`src/rtl/sdram_pkg.sv`:
```
// Shared command encodings and refresh-sequencer state type for the SDRAM controller.
package sdram_pkg;

  localparam logic [3:0] CMD_NOP  = 4'b0111;
  localparam logic [3:0] CMD_PRE  = 4'b0010;
  localparam logic [3:0] CMD_AREF = 4'b0001;

  localparam int PH_BITS = 8;

  typedef enum logic [3:0] {
    ST_IDLE     = 4'd0,
    ST_REQ      = 4'd1,
    ST_PRE      = 4'd2,
    ST_PRE_WAIT = 4'd3,
    ST_AREF     = 4'd4,
    ST_RFC_WAIT = 4'd5,
    ST_SR_ENTER = 4'd6,
    ST_SR_HOLD  = 4'd7,
    ST_SR_EXIT  = 4'd8
  } ref_state_t;

  // The interval timer is frozen while the device owns its own refresh.
  function automatic logic is_sr_state(input ref_state_t s);
    return (s == ST_SR_ENTER) || (s == ST_SR_HOLD) || (s == ST_SR_EXIT);
  endfunction

endpackage

```
`src/rtl/ref_interval_timer.sv`:
```
// Periodic refresh interval counter; emits a one-cycle tick on the wrap cycle.
module ref_interval_timer #(
  parameter int REF_INTERVAL = 780,
  parameter int CNT_BITS     = 10
) (
  input  logic clk,
  input  logic n_rst,
  input  logic clr,
  input  logic en,
  output logic tick
);

  localparam logic [CNT_BITS-1:0] LAST = CNT_BITS'(REF_INTERVAL - 1);
  localparam logic [CNT_BITS-1:0] ONE  = CNT_BITS'(1);

  logic [CNT_BITS-1:0] count;

  assign tick = en && (count == LAST);

  always_ff @(posedge clk) begin
    if (!n_rst) begin
      count <= '0;
    end else if (clr || tick) begin
      count <= '0;
    end else if (en) begin
      count <= count + ONE;
    end else begin
      count <= count;
    end
  end

endmodule

```
`src/rtl/sdram_refresh_ctrl.sv`:
```
// Refresh and self-refresh sequencer: tracks refresh debt, arbitrates for the
// command bus and issues PRECHARGE ALL / AUTO REFRESH / self-refresh sequences.
module sdram_refresh_ctrl
  import sdram_pkg::*;
#(
  parameter int REF_INTERVAL = 780,
  parameter int TRP          = 2,
  parameter int TRFC         = 7,
  parameter int CNT_BITS     = 10
) (
  input  logic       clk,
  input  logic       n_rst,
  input  logic       ref_en,
  input  logic       ref_gnt,
  input  logic       sr_req,
  input  logic       sx_done,
  input  logic [3:0] sx_command,
  output logic       ref_req,
  output logic       sr_ack,
  output logic       sx_start,
  output logic [3:0] command,
  output logic       cke,
  output logic       ref_overflow
);

  localparam logic [PH_BITS-1:0] PH_TRP  = PH_BITS'(TRP - 1);
  localparam logic [PH_BITS-1:0] PH_TRFC = PH_BITS'(TRFC - 1);
  localparam logic [PH_BITS-1:0] PH_ONE  = PH_BITS'(1);

  ref_state_t         state;
  ref_state_t         state_nxt;
  logic [2:0]         debt;
  logic [2:0]         debt_nxt;
  logic [PH_BITS-1:0] phase;
  logic               overflow;
  logic               tick;
  logic               debt_dec;
  logic               lost_tick;

  ref_interval_timer #(
    .REF_INTERVAL(REF_INTERVAL),
    .CNT_BITS    (CNT_BITS)
  ) u_timer (
    .clk  (clk),
    .n_rst(n_rst),
    .clr  (state == ST_SR_ENTER),
    .en   (ref_en && !is_sr_state(state)),
    .tick (tick)
  );

  // A simultaneous tick and AREF cancel; AREF with no debt (sr_req withdrawn) cannot underflow.
  always_comb begin
    debt_dec  = (state == ST_AREF) && (debt != 3'd0);
    lost_tick = 1'b0;
    debt_nxt  = debt;
    if (tick && !debt_dec) begin
      lost_tick = (debt == 3'd7);
      debt_nxt  = lost_tick ? debt : debt + 3'd1;
    end else if (debt_dec && !tick) begin
      debt_nxt = debt - 3'd1;
    end else begin
      debt_nxt = debt;
    end
  end

  always_comb begin
    state_nxt = state;
    case (state)
      ST_IDLE:     state_nxt = ((debt != 3'd0) || sr_req) ? ST_REQ : ST_IDLE;
      ST_REQ:      state_nxt = ref_gnt ? ST_PRE : ST_REQ;
      ST_PRE:      state_nxt = ST_PRE_WAIT;
      ST_PRE_WAIT: state_nxt = (phase != '0) ? ST_PRE_WAIT : (sr_req ? ST_SR_ENTER : ST_AREF);
      ST_AREF:     state_nxt = ST_RFC_WAIT;
      ST_RFC_WAIT: state_nxt = (phase != '0) ? ST_RFC_WAIT : ((debt != 3'd0) ? ST_AREF : ST_IDLE);
      ST_SR_ENTER: state_nxt = ST_SR_HOLD;
      ST_SR_HOLD:  state_nxt = sr_req ? ST_SR_HOLD : ST_SR_EXIT;
      ST_SR_EXIT:  state_nxt = sx_done ? ST_IDLE : ST_SR_EXIT;
      default:     state_nxt = ST_IDLE;
    endcase
  end

  always_ff @(posedge clk) begin
    if (!n_rst) begin
      state    <= ST_IDLE;
      debt     <= 3'd0;
      phase    <= '0;
      overflow <= 1'b0;
    end else begin
      state <= state_nxt;
      case (state)
        ST_PRE:                   phase <= PH_TRP;
        ST_AREF:                  phase <= PH_TRFC;
        ST_PRE_WAIT, ST_RFC_WAIT: phase <= (phase != '0) ? phase - PH_ONE : phase;
        default:                  phase <= phase;
      endcase
      // Self-refresh discards pending debt; leaving it owes exactly one refresh.
      if (state == ST_SR_ENTER) begin
        debt <= 3'd0;
      end else if ((state == ST_SR_EXIT) && sx_done) begin
        debt <= 3'd1;
      end else begin
        debt <= debt_nxt;
      end
      overflow <= overflow | lost_tick;
    end
  end

  always_comb begin
    command  = CMD_NOP;
    cke      = 1'b1;
    ref_req  = (state != ST_IDLE);
    sr_ack   = 1'b0;
    sx_start = 1'b0;
    case (state)
      ST_PRE:      command = CMD_PRE;
      ST_AREF:     command = CMD_AREF;
      ST_SR_ENTER: begin
        command = CMD_AREF;
        cke     = 1'b0;
      end
      ST_SR_HOLD:  begin
        cke    = 1'b0;
        sr_ack = 1'b1;
      end
      ST_SR_EXIT:  begin
        sx_start = 1'b1;
        command  = sx_command;
      end
      default:     command = CMD_NOP;
    endcase
  end

  assign ref_overflow = overflow;

endmodule

```
`config.mk`:
```
export PLATFORM = sky130hd
export DESIGN_NAME = sdram_refresh_ctrl
export DESIGN_NICKNAME = d
export VERILOG_FILES = /design/src/rtl/sdram_pkg.sv /design/src/rtl/ref_interval_timer.sv /design/src/rtl/sdram_refresh_ctrl.sv
export SDC_FILE = /design/constraint.sdc
export NUM_CORES = 1
export LEC_CHECK = 0
export ABC_AREA = 1
export CORE_ASPECT_RATIO = 1.2
export CORE_MARGIN = 3
export CORE_UTILIZATION = 50
export CTS_BUF_LIST = sky130_fd_sc_hd__clkbuf_4 sky130_fd_sc_hd__clkbuf_8
export DETAILED_ROUTE_END_ITERATION = 8
export PLACE_DENSITY = 0.8
export SLEW_MARGIN = 15
export SYNTH_ARGS = -nofsm -noshare
export SYNTH_HDL_FRONTEND = slang
export SYNTH_HIERARCHICAL = 1
export SYNTH_SLANG_ARGS = --single-unit
```
`constraint.sdc`:
```
create_clock -name clk -period 2.9 [get_ports clk]
set_input_delay 0.58 -clock clk [delete_from_list [all_inputs] [get_ports clk]]
set_output_delay 0.58 -clock clk [all_outputs]
set_load 0.1 [all_outputs]
```
After elaboration in Yosys (flattened, before gate mapping)
Cells that the tools add are included. W data, S select, Z words.

Bits in writable memories: 0. Bits in registers: 26. Output and inout bits: 9. Input bits: 10. Logic and storage cells: 74. ROM bits: 0. Memories kept: 0. Bits in latches: 0.

Equal/unequal tests: 13. Multiply operators: 0. Shift operators: 0. Multiplexer cells: 20. Bitwise operators: 2. Div/mod/pow operators: 0. Reductions and logical operators: 29. Magnitude comparators: 0. $add $sub $neg: 4.

Operators by type and width (count): $pmux W4 S9 (1); $pmux W8 S3 (1); $mux W3 (6); $eq A4 B3 Y1 const B (4); $pmux W4 S3 (1); $add A10 B1 Y10 const B (1); $eq A10 B10 Y1 const B (1); $reduce_or A2 Y1 (5); $reduce_bool A3 Y1 (3); $eq A4 B2 Y1 const B (2); $mux W4 (2); $mux W8 (1); $reduce_bool A8 Y1 (1); $sub A8 B1 Y8 const B (1); $logic_and A1 B1 Y1 (6); $mux W1 (6); $reduce_and A2 Y1 (3); $eq A4 B1 Y1 const B (1); $eq A4 B4 Y1 const B (1); $logic_not A4 Y1 (1); $logic_or A1 B1 Y1 (4); $mux W2 (2); $ne A2 B2 Y1 const B (2); $reduce_bool A4 Y1 (1); other kinds (9) (11).

Logic depth before layout (Yosys ltp)
Word-level depth: 11. Gate-level depth with buffers: 17. Gate-level depth less buffers: 17.

Modules after synthesis
The synthesis kept the hierarchy.

Modules (own cells, without submodules): sdram_refresh_ctrl (cells each 180, times used 1, seq. area each 320.3 um^2, area an instance 1101.1 um^2); ref_interval_timer (cells each 85, times used 1, seq. area each 200.2 um^2, area an instance 564.3 um^2).

Worst setup path after synthesis
Ideal clock, no wire load.

Path kind: register to output. Start point: register state[1]. End point: output command[2]. Arrival: 3.899 ns. Slack: -1.579 ns. Data required time: 2.320 ns. Path buffers: 0. Cell stages (with the launch flop): 5. Path through: dfxtp_1 -> nor2_1 -> nand3_1 -> clkinv_1 -> o31ai_1.

Word-level cells in the longest chain between the ends: 3. Elaborated cells between the ends (all ways): 6. Classes of those cells: eq/ne: 4; mux: 1; reduce/logical: 1.

RTL lines: start: declaration (line sdram_refresh_ctrl.sv:30) `ref_state_t state;`; start signal: assignment (line sdram_refresh_ctrl.sv:89) `state <= state_nxt;`; $eq A4 B3 Y1 (line sdram_refresh_ctrl.sv:114) `case (state)`; $reduce_or A2 Y1 (no line); $pmux W4 S3 (*) (line sdram_refresh_ctrl.sv:114); end: declaration (line sdram_refresh_ctrl.sv:21) `output logic [3:0] command,`.

Mark *: on every way between the ends. The rest lies on a longest branch, timed or not.

Worst setup path after layout
Start point: register state[1]. End point: register debt[2].

Word-level cells in the longest chain between the ends: 10. Elaborated cells between the ends (all ways): 20. Classes of those cells: eq/ne: 5; mux: 1; reduce/logical: 14.

RTL lines: $eq A4 B3 Y1 (line sdram_pkg.sv:24) `return (s == ST_SR_ENTER) || (s == ST_SR_HOLD) || (s == ST_SR_EXIT);`; $logic_or A1 B1 Y1 (line sdram_pkg.sv:24); $logic_or A1 B1 Y1 (*) (line sdram_pkg.sv:24); $logic_not A1 Y1 (*) (line sdram_refresh_ctrl.sv:47) `.en (ref_en && !is_sr_state(state)),`; $logic_and A1 B1 Y1 (*) (line sdram_refresh_ctrl.sv:47); $logic_and A1 B1 Y1 (*) (line ref_interval_timer.sv:18) `assign tick = en && (count == LAST);`; via tick (line sdram_refresh_ctrl.sv:36) `logic tick;`; $logic_not A1 Y1 (line sdram_refresh_ctrl.sv:59) `end else if (debt_dec && !tick) begin`; $logic_and A1 B1 Y1 (line sdram_refresh_ctrl.sv:59); $reduce_bool A2 Y1 (no line); $reduce_and A2 Y1 (no line); end signal: assignment (line sdram_refresh_ctrl.sv:102) `debt <= debt_nxt;`; end: declaration (line sdram_refresh_ctrl.sv:32) `logic [2:0] debt;`.

Mark *: on every way through the listed nets, which the timed path passes. The rest lies on a longest branch. A chain may end at the register's enable or synchronous reset.

==> flow_results.org <==
** Route
- The count of nets left with antenna violations once routing finished came out at 0.
- After detailed routing, the number of remaining DRC violations is 0.
- Using the TritonRoute via totals, the vias-per-cell ratio works out to ~4.8.
- Number of detailed-routing iterations run before antenna repair :: 4
- Dividing the detail-routed wire length by the instance count gives 10.5 um.
- The routed layout has 1553 vias.
- Aggregate routed wire length :: roughly 3.4 mm
- In this run, the number of DRC markers left after iteration 0 of detailed routing was 71.

** Clocking
- In this run the post-CTS setup repair buffer count came out at 0.
- H-tree depth :: 1
- In this run the clock root is driven by a sky130_fd_sc_hd__clkbuf_4.
- Inserted Clock Buffers :: 3
- The clock reaches the later pin of the worst-skew pair after ~0.32 ns.
- In this run, post-CTS repair resized a total of 0 instances.
- No sink is reached through more buffers than the 2 on the longest clock path.
- TritonCTS clock tree :: done
- Clock slew at the register clock pins of the worst setup and hold paths :: 0.14 ns
- Total number of clock tree sinks :: 26
- CTS Hold Bufs :: 0

** Yosys
- Main combinational cell family by area after synthesis :: simple AND/OR/NAND/NOR gates
- Net count of the mapped netlist :: 280
- Cells after Synth :: 265
- Synth Cell Area :: 0.00167 mm^2
- Number of different library cells in the post-synthesis netlist :: 26
- Parity-gate share of the synthesized area counting xor and xnor cells :: 0.0368
- Complex-gate fraction of the synthesized area :: 0.0917
- Syn avg cell area :: around 6.3 um^2
- After synthesis, the share of cell area in mux cells is 0.
- After synthesis the netlist holds a flip-flop and latch count of 26.
- Proportion of synthesized chip area in sequential cells :: 0.313
- YS warnings :: 6
- Area share of and/or/nand/nor cells after synthesis :: 0.406
- Of the total synthesized cell area, the portion taken by full adders, half adders and majority gates is 0.0421.

** Timing
- For the pin with the worst max-slew slack, the measured transition is ~0.46 ns.
- Headroom to the max-slew limit came out at 0.695.
- Final Hold Vio Count :: 0
- Of the available clock period, the critical path in the final layout requires 0.873.
- Layout Skew :: 0.00750 ns
- RSZ-0062 raised after global routing :: no
- Setup violations remaining at the end of the flow were counted as 0.
- For the final routed database, the setup TNS stands at 0 ns.
- Max-slew violations :: 0
- Static timing analysis puts the maximum clock frequency at just under 0.4 GHz.
- The clock period could shrink to 2.53 ns.

** Placement
- The congestion estimate from routability-driven global placement came to 0.835.
- Summed over all nets, the half-perimeter wirelength after detailed placement is 2.61 mm.
- Buffers placed on the I/O ports in this run total 18.

** Power
- Worst IR drop on VDD :: 0.000334 V
- For this design the static power due to leakage is 0.877 nW.
- Power Density :: 428 mW/mm^2

** Finish
- Of the cells placed in the final design, the portion with a size suffix greater than 1 is 0.129.
- The area growth from synthesis to layout is 17.9%.
- Filler instances :: 299
- Most common cell after layout, fill and taps aside :: sky130_fd_sc_hd__nand2_1
- Finished Core Util :: 0.626
- Most frequent cells in the layout :: sky130_fd_sc_hd__nand2_1, sky130_fd_sc_hd__nor2_1, sky130_fd_sc_hd__inv_1
- The number of antenna diodes in the final layout is 0.
- Final Net Count :: 303

** Global route
- The first global-routing pass estimated 5.87 mm of wire.
- After global routing the overflow that remains totals 0.
- Across every metal layer, demand over resource in global routing totals 0.177.
- The via count of the first global-routing pass is 1443.
- The initial antenna violation count came to 0.
- Pin count of the biggest net entering global routing :: 14

** Setup path
- Type of the setup path with the least slack :: reg2reg
- STA classifies the critical path startpoint as a flip-flop.
- At the worst endpoint, the required time is 3.16 ns.
- STA puts the critical path data arrival time at about 2.8 ns.
- Worst-path fanout max :: 9
- Element type at the critical path end :: flip-flop

** Floorplan
- Total number of placement rows :: 22
- Floorplan die area :: 0.00406 mm^2
- Io pins :: 19
- The die is 69.2 um tall.
- Area of the core :: between 0.003 and 0.004 mm^2
- For this configuration, the core starts out at a cell density of 0.531.
- Die X :: between 50 and 60 um

** Run status
- Outcome :: finished clean

** Job
- Count of max-cap constraint violations :: 0

** Hold path
- The path class of the tightest hold or removal check is reg2reg.
==> cell type report <==
type                       count  area [um^2]  area share
multi-input combinational    192          982       0.500
sequential                    26          520       0.265
timing repair buffer          19          215       0.110
inverter                      46          178      0.0905
tap                           36         45.0      0.0229
clock buffer                   3         22.5      0.0115
==> kinds of logic after synthesis <==
group	after synthesis
AO/OA/AOI/OAI	28
AND/OR/NAND/NOR	152
adder cells (fa/ha/maj)	5
XOR/XNOR	7
flip-flops	26
buffers and inverters	47
==> state kept, by name (all words and copies together) (netlist names) <==
signal,flops
u_timer/count,10
state,4
debt,3
ref_overflow,1
phase,8
==> metal layers <==
metal	global-route usage	vias up	part of all wire
li1	-	860	-
met1	0.215	679	0.45
met2	0.316	9	0.51
met3	0.0223	5	0.015
met4	0.0529	0	0.016
met5	0	-	0
==> cells in the mapped netlist <==
| master | instances | share of area |
|---|---|---|
| sky130_fd_sc_hd__nand2_2 | 7 | 0.026 |
| sky130_fd_sc_hd__xor2_1 | 4 | 0.021 |
| sky130_fd_sc_hd__nand2_1 | 63 | 0.14 |
| sky130_fd_sc_hd__o31ai_1 | 1 | 0.0045 |
| sky130_fd_sc_hd__inv_1 | 42 | 0.095 |
| sky130_fd_sc_hd__nand4_1 | 4 | 0.015 |
| sky130_fd_sc_hd__fa_1 | 1 | 0.012 |
| sky130_fd_sc_hd__nand3b_1 | 1 | 0.0045 |
| sky130_fd_sc_hd__nor3_1 | 4 | 0.012 |
| sky130_fd_sc_hd__o21a_1 | 2 | 0.0090 |
| sky130_fd_sc_hd__o21ai_1 | 1 | 0.0030 |
| sky130_fd_sc_hd__o211ai_1 | 2 | 0.0090 |
| sky130_fd_sc_hd__xnor2_1 | 3 | 0.016 |
| sky130_fd_sc_hd__nor2_4 | 3 | 0.020 |
| sky130_fd_sc_hd__nor2_1 | 49 | 0.11 |
| sky130_fd_sc_hd__inv_2 | 3 | 0.0068 |
| sky130_fd_sc_hd__o21ai_0 | 8 | 0.024 |
| sky130_fd_sc_hd__nand3_1 | 15 | 0.045 |
| sky130_fd_sc_hd__nand2_4 | 2 | 0.014 |
| sky130_fd_sc_hd__ha_1 | 4 | 0.030 |
| sky130_fd_sc_hd__a21oi_1 | 14 | 0.042 |
| sky130_fd_sc_hd__clkinv_1 | 1 | 0.0023 |
| sky130_fd_sc_hd__buf_6 | 1 | 0.0068 |
| sky130_fd_sc_hd__nor2_2 | 3 | 0.011 |
| sky130_fd_sc_hd__dfxtp_1 | 26 | 0.31 |
| sky130_fd_sc_hd__nand3_2 | 1 | 0.0060 |
==> where the power goes <==
group	internal [mW]	switching (mW)
clock network	0.0488	0.104
registers	0.375	0.0175
logic	0.0994	0.195
total	0.523	0.316
==> critical path: stages, from the launching register on <==
cell	delay, ns
sky130_fd_sc_hd__dfxtp_1	0.47
sky130_fd_sc_hd__nor2_1	0.12
sky130_fd_sc_hd__nand3_1	0.15
sky130_fd_sc_hd__clkinv_2	0.18
sky130_fd_sc_hd__nor2_1	0.21
sky130_fd_sc_hd__nand2_2	0.11
sky130_fd_sc_hd__inv_2	0.08
sky130_fd_sc_hd__nand2_1	0.05
sky130_fd_sc_hd__nor2_1	0.09
sky130_fd_sc_hd__ha_1	0.19
sky130_fd_sc_hd__inv_1	0.08
sky130_fd_sc_hd__fa_1	0.38
sky130_fd_sc_hd__xor2_1	0.16
sky130_fd_sc_hd__nand2_1	0.06
sky130_fd_sc_hd__a21oi_1	0.12
==> worst paths after layout <==
kind | startpoint | end | slack, ns | cells past startpoint
hold reg to reg | phase[5] | phase[5] | 0.49 | 2
setup / recovery | state[1] | debt[2] | 0.37 | 14
hold / removal | phase[5] | phase[5] | 0.49 | 2
setup reg to reg | state[1] | debt[2] | 0.37 | 14
==> stage by stage <==
| stage | instances | area (um^2) | hold WS, ns | setup slack [ns] | power, mW |
|---|---|---|---|---|---|
| after floorplan | 265 | 1690 | 0.452 | 0.0984 | 0.622 |
| after global placement | 319 | 1940 | 0.466 | 0.307 | 0.689 |
| after detailed placement | 319 | 1940 | 0.472 | 0.268 | 0.692 |
| after CTS | 322 | 1960 | 0.491 | 0.381 | 0.846 |
| after global routing | 322 | 1960 | 0.520 | 0.0843 | 0.889 |
| final | 322 | 1960 | 0.490 | 0.370 | 0.839 |
Note: power is estimated with default switching activity, not from simulation.
